==> config.mk <==
export PLATFORM = sky130hd
export DESIGN_NAME = accum8_seq
export DESIGN_NICKNAME = d
export VERILOG_FILES = /design/src/rtl/prefix_add_pkg.sv /design/src/rtl/prefix_add8.sv /design/src/rtl/accum8_seq.sv
export SDC_FILE = /design/constraint.sdc
export NUM_CORES = 1
export LEC_CHECK = 0
export CORE_MARGIN = 2
export CORE_UTILIZATION = 50
export CTS_BUF_LIST = sky130_fd_sc_hd__clkbuf_2
export DETAILED_ROUTE_END_ITERATION = 12
export GPL_TIMING_DRIVEN = 0
export PLACE_DENSITY = 0.91
export SYNTH_ARGS = -nofsm -noshare
export SYNTH_HDL_FRONTEND = slang
export SYNTH_SLANG_ARGS = --single-unit
export TNS_END_PERCENT = 20
==> constraint.sdc <==
create_clock -name clk -period 3.4 [get_ports clk]
set_input_delay 0.68 -clock clk [delete_from_list [all_inputs] [get_ports clk]]
set_output_delay 0.68 -clock clk [all_outputs]
set_load 0.005 [all_outputs]
==> src/rtl/prefix_add_pkg.sv <==
// ----------------------------------------------------------------------------
// prefix_add_pkg
// Shared definitions for the packet accumulator and its prefix adder:
//   - default operand limit and counter width of accum8_seq
//   - FSM state encoding (ACCUM = 0, DONE = 1)
// ----------------------------------------------------------------------------
package prefix_add_pkg;

    // Default maximum operands per packet (legal range 2..15).
    localparam int MAX_OPS_DEF = 15;

    // Default width of the operand and wrap counters; must hold MAX_OPS.
    localparam int CNT_W_DEF = 4;

    // Width of operands, adder and accumulator.
    localparam int DATA_W = 8;

    // Accumulator FSM: collecting operands, or holding a finished result.
    typedef enum logic {
        ACCUM = 1'b0,
        DONE  = 1'b1
    } state_t;

endpackage : prefix_add_pkg

==> src/rtl/prefix_add8.sv <==
// ----------------------------------------------------------------------------
// prefix_add8
// Purely combinational 8-bit adder built as a Kogge-Stone parallel-prefix
// network. The sum is returned modulo 256; the caller detects carry-out by
// comparing the sum against an operand.
//
// Ports
//   a   : input  [7:0]  first operand
//   b   : input  [7:0]  second operand
//   sum : output [7:0]  (a + b) mod 256
// ----------------------------------------------------------------------------
module prefix_add8
    import prefix_add_pkg::*;
(
    input  logic [DATA_W-1:0] a,
    input  logic [DATA_W-1:0] b,
    output logic [DATA_W-1:0] sum
);

    // Number of prefix levels for an 8-bit span: log2(8).
    localparam int LEVELS = 3;

    // gen[k][i]  : group generate over bits (i - 2^k + 1) .. i
    // prop[k][i] : group propagate over the same span (only needed up to
    //              the level before last, the final level consumes it).
    logic [LEVELS:0][DATA_W-1:0]   gen;
    logic [LEVELS-1:0][DATA_W-1:0] prop;
    logic [DATA_W-1:0]             carry;

    // NOTE: every variable assigned in an always_comb gets a value on every
    // path before it is read, so no storage (latch) is ever implied.
    always_comb begin
        gen  = '0;
        prop = '0;

        // Level 0: bitwise generate / propagate.
        gen[0]  = a & b;
        prop[0] = a ^ b;

        // Levels 1..LEVELS: combine each bit with the span 2^(k-1) below it.
        // Bits closer to the LSB than that distance already hold their
        // final prefix and are passed through unchanged.
        for (int k = 1; k <= LEVELS; k++) begin
            for (int i = 0; i < DATA_W; i++) begin
                if (i >= (1 << (k - 1))) begin
                    gen[k][i] = gen[k-1][i]
                              | (prop[k-1][i] & gen[k-1][i - (1 << (k - 1))]);
                    if (k < LEVELS) begin
                        prop[k][i] = prop[k-1][i] & prop[k-1][i - (1 << (k - 1))];
                    end
                end else begin
                    gen[k][i] = gen[k-1][i];
                    if (k < LEVELS) begin
                        prop[k][i] = prop[k-1][i];
                    end
                end
            end
        end

        // Carry into bit i is the full prefix generate of bits 0..i-1.
        // The carry out of bit 7 is not needed: the sum wraps modulo 256.
        carry[0] = 1'b0;
        for (int i = 1; i < DATA_W; i++) begin
            carry[i] = gen[LEVELS][i-1];
        end
    end

    assign sum = prop[0] ^ carry;

endmodule : prefix_add8

==> src/rtl/accum8_seq.sv <==
// ----------------------------------------------------------------------------
// accum8_seq
// Packet accumulator. Operands arrive on a valid/ready stream and are summed
// modulo 256 until in_last is seen or MAX_OPS operands have been taken. The
// result (sum, operand count, number of 8-bit wrap-arounds, truncation flag)
// is then held on a valid/ready output until consumed, after which the block
// clears and accepts the next packet.
//
// Parameters
//   MAX_OPS : maximum operands per packet (2..15)
//   CNT_W   : width of the operand and wrap counters (MAX_OPS must fit)
//
// Ports
//   clk       : input          clock, rising edge
//   rst       : input          synchronous active-high reset
//   in_valid  : input          operand available
//   in_ready  : output         operand accepted this cycle when valid
//   in_data   : input  [7:0]   unsigned operand
//   in_last   : input          final operand of the packet
//   out_valid : output         result held on out_*
//   out_ready : input          consumer takes the result
//   out_sum   : output [7:0]   packet sum modulo 256
//   out_count : output [CNT_W] operands accepted in the packet
//   out_wrap  : output [CNT_W] wrap-arounds seen, saturating
//   out_trunc : output         packet closed by MAX_OPS rather than in_last
// ----------------------------------------------------------------------------
module accum8_seq
    import prefix_add_pkg::*;
#(
    parameter int MAX_OPS = MAX_OPS_DEF,
    parameter int CNT_W   = CNT_W_DEF
) (
    input  logic              clk,
    input  logic              rst,
    input  logic              in_valid,
    output logic              in_ready,
    input  logic [DATA_W-1:0] in_data,
    input  logic              in_last,
    output logic              out_valid,
    input  logic              out_ready,
    output logic [DATA_W-1:0] out_sum,
    output logic [CNT_W-1:0]  out_count,
    output logic [CNT_W-1:0]  out_wrap,
    output logic              out_trunc
);

    // Saturation ceiling of the wrap counter.
    localparam logic [CNT_W-1:0] WRAP_MAX = '1;
    // Operand limit expressed in counter width.
    localparam logic [CNT_W-1:0] OPS_LIM  = CNT_W'(MAX_OPS);

    state_t              state;
    state_t              state_nx;
    logic [DATA_W-1:0]   acc;
    logic [DATA_W-1:0]   acc_nx;
    logic [CNT_W-1:0]    cnt;
    logic [CNT_W-1:0]    cnt_nx;
    logic [CNT_W-1:0]    wrap;
    logic [CNT_W-1:0]    wrap_nx;
    logic                trunc;
    logic                trunc_nx;

    logic [DATA_W-1:0]   add_sum;
    logic [CNT_W-1:0]    cnt_inc;
    logic                wrapped;

    // The only adder in the design: acc + in_data.
    prefix_add8 u_add (
        .a   (acc),
        .b   (in_data),
        .sum (add_sum)
    );

    // A modulo-256 sum smaller than the running total means a carry out.
    assign wrapped = (add_sum < acc);
    assign cnt_inc = cnt + CNT_W'(1);

    // Handshake flags decode directly from the state.
    assign in_ready  = (state == ACCUM);
    assign out_valid = (state == DONE);

    // Result ports come straight from the registers so they are glitch-free
    // and stable for the whole DONE period.
    assign out_sum   = acc;
    assign out_count = cnt;
    assign out_wrap  = wrap;
    assign out_trunc = trunc;

    // ------------------------------------------------------------------
    // Next-state and next-datapath logic.
    // ------------------------------------------------------------------
    always_comb begin
        state_nx = state;
        acc_nx   = acc;
        cnt_nx   = cnt;
        wrap_nx  = wrap;
        trunc_nx = trunc;

        case (state)
            ACCUM: begin
                // in_ready is 1 here, so in_valid alone means acceptance.
                // out_ready has no effect in this state.
                if (in_valid) begin
                    acc_nx = add_sum;
                    cnt_nx = cnt_inc;
                    if (wrapped && (wrap != WRAP_MAX)) begin
                        wrap_nx = wrap + CNT_W'(1);
                    end
                    // in_last wins over the limit, so a packet that ends
                    // exactly at MAX_OPS is not flagged as truncated.
                    if (in_last) begin
                        state_nx = DONE;
                        trunc_nx = 1'b0;
                    end else if (cnt_inc == OPS_LIM) begin
                        state_nx = DONE;
                        trunc_nx = 1'b1;
                    end
                end
            end

            DONE: begin
                // Input side is stalled; only the output handshake matters.
                if (out_ready) begin
                    state_nx = ACCUM;
                    acc_nx   = '0;
                    cnt_nx   = '0;
                    wrap_nx  = '0;
                    trunc_nx = 1'b0;
                end
            end

            default: begin
                state_nx = ACCUM;
            end
        endcase
    end

    // ------------------------------------------------------------------
    // State and datapath registers. Reset overrides any handshake in the
    // same cycle and throws away a partial or pending result.
    // ------------------------------------------------------------------
    // NOTE: clocked state uses non-blocking assignments so every register
    // samples pre-edge values, independent of statement order.
    always_ff @(posedge clk) begin
        if (rst) begin
            state <= ACCUM;
            acc   <= '0;
            cnt   <= '0;
            wrap  <= '0;
            trunc <= 1'b0;
        end else begin
            state <= state_nx;
            acc   <= acc_nx;
            cnt   <= cnt_nx;
            wrap  <= wrap_nx;
            trunc <= trunc_nx;
        end
    end

endmodule : accum8_seq

After elaboration in Yosys (flattened, before gate mapping):

Cells that the tools add are included.

* word-level logic and storage cells: 77
* register bits: 18
* bits of input ports: 13
* output and inout port bits: 19

* mux-type cells: 19
* bitwise logic cells: 40
* $lt $le $gt $ge: 1
* reductions and logical operators: 4
* eq/ne operators: 6
* $add $sub $neg: 2

Operator list (number)
* $and 1x1->1: 22
* $mux 4: 4
* $mux 8: 2
* $pmux 4 s2: 2
* $pmux 8 s2: 1
* $xor 8x8->8: 2
* $or 1x1->1: 14
* $add 4x1->4 const B: 2
* $lt 8x8->1: 1
* $mux 1: 8
* $and 7x7->7: 1
* $reduce_and 3->1: 2
* $eq 4x4->1 const B: 1
* $ne 2x2->1 const B: 2
* $ne 4x4->1 const B: 1
* $pmux 1 s2: 2
* $ne 3x1->1 const B: 1
* $ne 2x1->1 const B: 1
* $reduce_and 2->1: 1
* $logic_and 1x1->1: 1
* $not 1->1: 1

Longest topological paths before layout:

* word-level depth: 12
* gate-level depth with buffers: 13
* mapped depth without buffers: 13

By module:

From an unflattened synthesis, not the netlist that was laid out.

* cells, all modules: 156
* area, all modules: 1325.0 µm²

Modules (own cells, without submodules)
* accum8_seq: times used 1, seq. area each 360.3 µm², cells each 115, area each 1008.5 µm²
* prefix_add8: times used 1, seq. area each 0.0 µm², cells each 41, area each 316.6 µm²

Worst setup path before layout:

Ideal clock, no wire load.

* kind: input-to-reg
* from: input in_data[0]
* to: register wrap[0], in the netlist out_wrap[0]
* path buffers: 0
* setup time: 121 ps
* path slack: 251 ps
* stages on the path: 13
* data arrival time: 3028 ps
* data required time: 3279 ps
* path through: ha_1 fa_1 a21o_1 a21oi_2 o21bai_1 a21oi_1 xnor2_1 ha_1 nand2_1 o211ai_1 nor2_1 o31ai_1 mux2_2

* longest elaborated chain between the ends: 10
* elaborated cells on any way between the ends: 19
* classes of those cells: order compare: 1; eq/ne: 1; bitwise: 15; reduce/logical: 2

Ends and longest elaborated chain
* start, declared: RTL line accum8_seq.sv:37 `input logic [DATA_W-1:0] in_data,`
* $and 7x7->7: RTL line prefix_add8.sv:37 `gen[0] = a & b;`
* $and 1x1->1: RTL line prefix_add8.sv:47 `| (prop[k-1][i] & gen[k-1][i - (1 << (k - 1))]);`
* $or 1x1->1: RTL line prefix_add8.sv:47
* $and 1x1->1: RTL line prefix_add8.sv:47
* $or 1x1->1: RTL line prefix_add8.sv:47
* $xor 8x8->8 *: RTL line prefix_add8.sv:68 `assign sum = prop[0] ^ carry;`
* $lt 8x8->1 *: RTL line accum8_seq.sv:75 `assign wrapped = (add_sum < acc);`
* $logic_and 1x1->1 *: RTL line accum8_seq.sv:106 `if (wrapped && (wrap != WRAP_MAX)) begin`
* $ne 2x1->1 (no source line) *
* $reduce_and 3->1 (no source line) *
* end signal, assigned: RTL line accum8_seq.sv:155 `wrap <= wrap_nx;`
* end, declared: RTL line accum8_seq.sv:58 `logic [CNT_W-1:0] wrap;`

Mark *: on every way between the ends. The rest lies on a longest branch, timed or not.
A chain may end at the register's enable or synchronous reset.

Worst setup path in the final report:

* from: input in_data[0]
* to: register wrap[3], in the netlist out_wrap[3]

Same word-level chain as after synthesis.

==> flow_summary.yaml <==
global_route:
  grt.met2_usage_pct: 41.77
  grt_use_total_pct: 21.97
  grt_max_degree: 11
  groute.layer.met1.usage_pct: 22.88
  globalRouteOverflowTotal: 0
  grt_pass1_vias: 1143
  met3_global_route_usage_pct: 4.520
  grt.busiest_layer: "met2"
  grt_antenna_before_repair: 0
  wire_length_of_the_first_global_routing_pass_mm: 4.609
yosys:
  ys_top_cells_by_area: "dfxtp_1 30%, ha_1 17%, a21oi_1 5.4%"
  synth_edf_count: 0
  synthCells: 141
  synth_area_leader_cell: "dfxtp_1"
  ys_ff_latch: 18
  top_flip_flop_cell_by_instance_count_after_synthesis: "dfxtp_1"
  yosys.cell_count.top_type: "dfxtp_1"
  post_synthesis_area_per_instance_um2: 8.590
  synth_sequential_area_ratio_pct: 29.75
  yosysTopAreaCellShare_pct: 29.75
  synth.lib_cells_used.distinct: 40
  ys_warn_count: 0
  synthTopCellsByCount: "18 x dfxtp_1, 16 x ha_1, 13 x a21oi_1, 13 x nor2_1"
  synthArstFlopShare_pct: 0
  synth.net_count: 171
  syn_area_um2: 1211
route:
  route.vias.total: 1180
  routed_wire_length_per_instance_um: 13.85
  drt_first_iter_violations: 22
  firstDrtPassIters: 4
  routed_wirelength_mm: 2.839
  ant_nets: 0
  drc_errors: 0
  avgViaCountPerCell: 5.756
placement:
  place_hpwl_mm: 2.164
  placed_cell_area_um2: 1546
  buffer_ports.inserted: 30
  routabilityCongestion: 0.8525
power_and_ir_drop:
  power.clock.fraction_pct: 15.0
  p_comb_share_pct: 45.6
  power.switching_fraction_pct: 36.84
  intPower_uw: 404.2
  leakage_dissipation_uw: 0.0006972
  power.density_nw_per_um2: 393.8
  p_sw_uw: 235.8
  ir_drop_v: 0.0002931
  power_frac_seq_pct: 39.4
critical_path:
  worst_ep_required_time_ps: 3630
  cp.arrival_ps: 3520
  timing.critical_path.from_type: "primary input"
  critical_path.cell_chain: "clkdlybuf4s50_1 -> ha_2 -> fa_2 -> a21o_1 -> a21oi_2 -> o21bai_1 -> a21oi_1 -> xnor2_1 -> ha_1 -> nand4_1 -> a21oi_1 -> nor2_2 -> and3_1 -> a221o_1"
  timing.rr.start: "out_sum[1]"
  ff2ff_path_depth: 12
  worstPathMaxFanout: 5
  timing.critical_path.slowest_stage_cell: "clkdlybuf4s50_1"
  critPathBufInv: 1
  reg2reg_slack_ps: 490
  critPathKind: "primary input to register"
  r2r_end: "out_wrap[3]"
  cp_slowest_stage_delay_ps: 410
  crit_family: "compound AO/OA/AOI/OAI gates"
  crit_top_cell: "a21oi_1"
  end_kind: "register"
floorplanning:
  die-area_um2: 2832
  start_util_pct: 53.72
  rows: 17
  pin_count: 32
  floorplan.core_area_um2: 2255
  die_w_um: 53.22
  die_height_um: 53.22
finish:
  finalNetCount: 208
  n_antenna_cell: 0
  area_growth_syn_to_layout_pct: 34.19
  layout-drive-gt1-share_pct: 11.86
  finish.instance_area_um2: 1625
clocking:
  numCtsBuffers: 3
  clock_latency_ps: 310
  holdBufCountCts: 0
  cts_root_buf: "clkbuf_2"
  clk_pin_slew_ps: 180
  htree_num_levels: 1
  cts.path.max_buffers: 2
  tritoncts: "done"
  clock_sink_count: 18
sta:
  slew_violations: 0
  report.final.hold_viol_count: 0
  fin_setup_tns_ps: 0
  timing.max_slew.rel_slack_pct: 70.65
  clock-skew-final_ps: 5.833
  setup_viol: 0
  finalWorstPathRequiredPeriod_ps: 3290
  worstMarginPinSlew_ps: 440.3
  grt_setup_unrepaired: "false"
  fmax_mhz: 303.9
  min_period_over_period_pct: 96.77
outcome:
  status: "finished clean"
hold_path:
  hold_start: "out_trunc"
  min-delay-path-class: "register to register"
  hold_path_end: "out_trunc"
  timing.hold.worst_path_depth: 2
flow_run:
  max_cap_violations: 0
-- flip-flops by register name, indices dropped and copies added, names as in the netlist --
signal and cells:
out_wrap 4, out_count 4, out_sum 8, out_valid 1, out_trunc 1
-- tightest hold or removal path: cells and delay by family, from the launching register on --
kind            cells  cell delay (ps)
compound gates      1               40
flops               1              370
simple gates        1               70
-- placed cells by master, fill, tap and decap left out, types with 3 or more instances in the layout --
master,count
a21oi_1,13
buf_4,3
ha_1,14
nand2_1,11
a21o_1,3
a22oi_1,4
dfxtp_1,18
o21ai_0,4
clkbuf_2,3
a22o_1,3
inv_1,11
clkdlybuf4s50_1,29
nor2_1,12
and3_1,3
xnor2_1,5
xor2_1,3
-- power by group through the flow --
stage	sequential (µW)	combinational, µW	clock [µW]
floorplan	255	173	0
global placement	255	253	0
detailed placement	257	268	0
CTS	252	278	102
global route	256	327	106
finish	252	292	96.0
-- cell type report --
| class | count | area (µm²) |
|---|---|---|
| clock buffers | 3 | 15.01 |
| fillers | 182 | 629.4 |
| repair buffers | 32 | 317.8 |
| clock inverters | 1 | 3.754 |
| well taps | 28 | 35.03 |
| plain buffers | 4 | 20.02 |
| multi-input cells | 108 | 832.0 |
| flip-flops and latches | 18 | 360.3 |
| inverters | 11 | 41.29 |
-- metrics by stage --
stage / cells / total power (µW) / setup WS [ps] / utilization [%] / hold slack [ps]
3_3_place_gp: 199 / 508.4 / -358.0 / 68.59 / 463.1
4_1_cts: 204 / 632.9 / 8.894 / 70.09 / 505.1
6_report: 205 / 640.0 / 109.9 / 72.09 / 494.6
5_1_grt: 205 / 689.3 / 0.5822 / 72.09 / 548.1
3_5_place_dp: 199 / 524.2 / -437.3 / 68.59 / 464.2
2_1_floorplan: 141 / 428.1 / 251.1 / - / 460.4
-- metal layers --
| layer | vias to the layer above | wire (µm) | share of wire [%] |
|---|---|---|---|
| met5 | - | 0 | 0 |
| met4 | 0 | 9 | 0.32 |
| met3 | 2 | 140 | 4.9 |
| met2 | 36 | 1518 | 53 |
| met1 | 567 | 1170 | 41 |
| li1 | 575 | - | - |
-- logic make-up (layout without fill, tap and decap cells) --
group | Yosys count | count (layout) | share of synthesized area [%]
XOR/XNOR | 9 | 9 | 6.508
multiplexers | 1 | 1 | 0.9297
adder cells (fa/ha/maj) | 17 | 17 | 18.18
flip-flops | 18 | 18 | 29.75
AND/OR/NAND/NOR | 40 | 40 | 16.43
AO/OA/AOI/OAI | 41 | 41 | 23.14
buffers and inverters | 15 | 51 | 5.062
-- repair_timing --
item | in CTS | in global routing
buffers inserted | 1 | 1
setup endpoints to repair | 4 | 4
resized for setup | 2 | 7
pin swaps | 2 | 7
-- worst max path at each step --
stage                  endpoint  depth (start not counted)  slack, ps  startpoint
finish              out_wrap[3]                         14        110  in_data[0]
global route        out_wrap[3]                         13        0.6  in_data[2]
global placement    out_wrap[0]                         14       -360  in_data[0]
floorplan           out_wrap[0]                         13        250  in_data[0]
CTS                 out_wrap[3]                         14          9  in_data[0]
detailed placement  out_wrap[0]                         13       -440  in_data[1]
No activity file was read; power rests on OpenSTA's default activity.
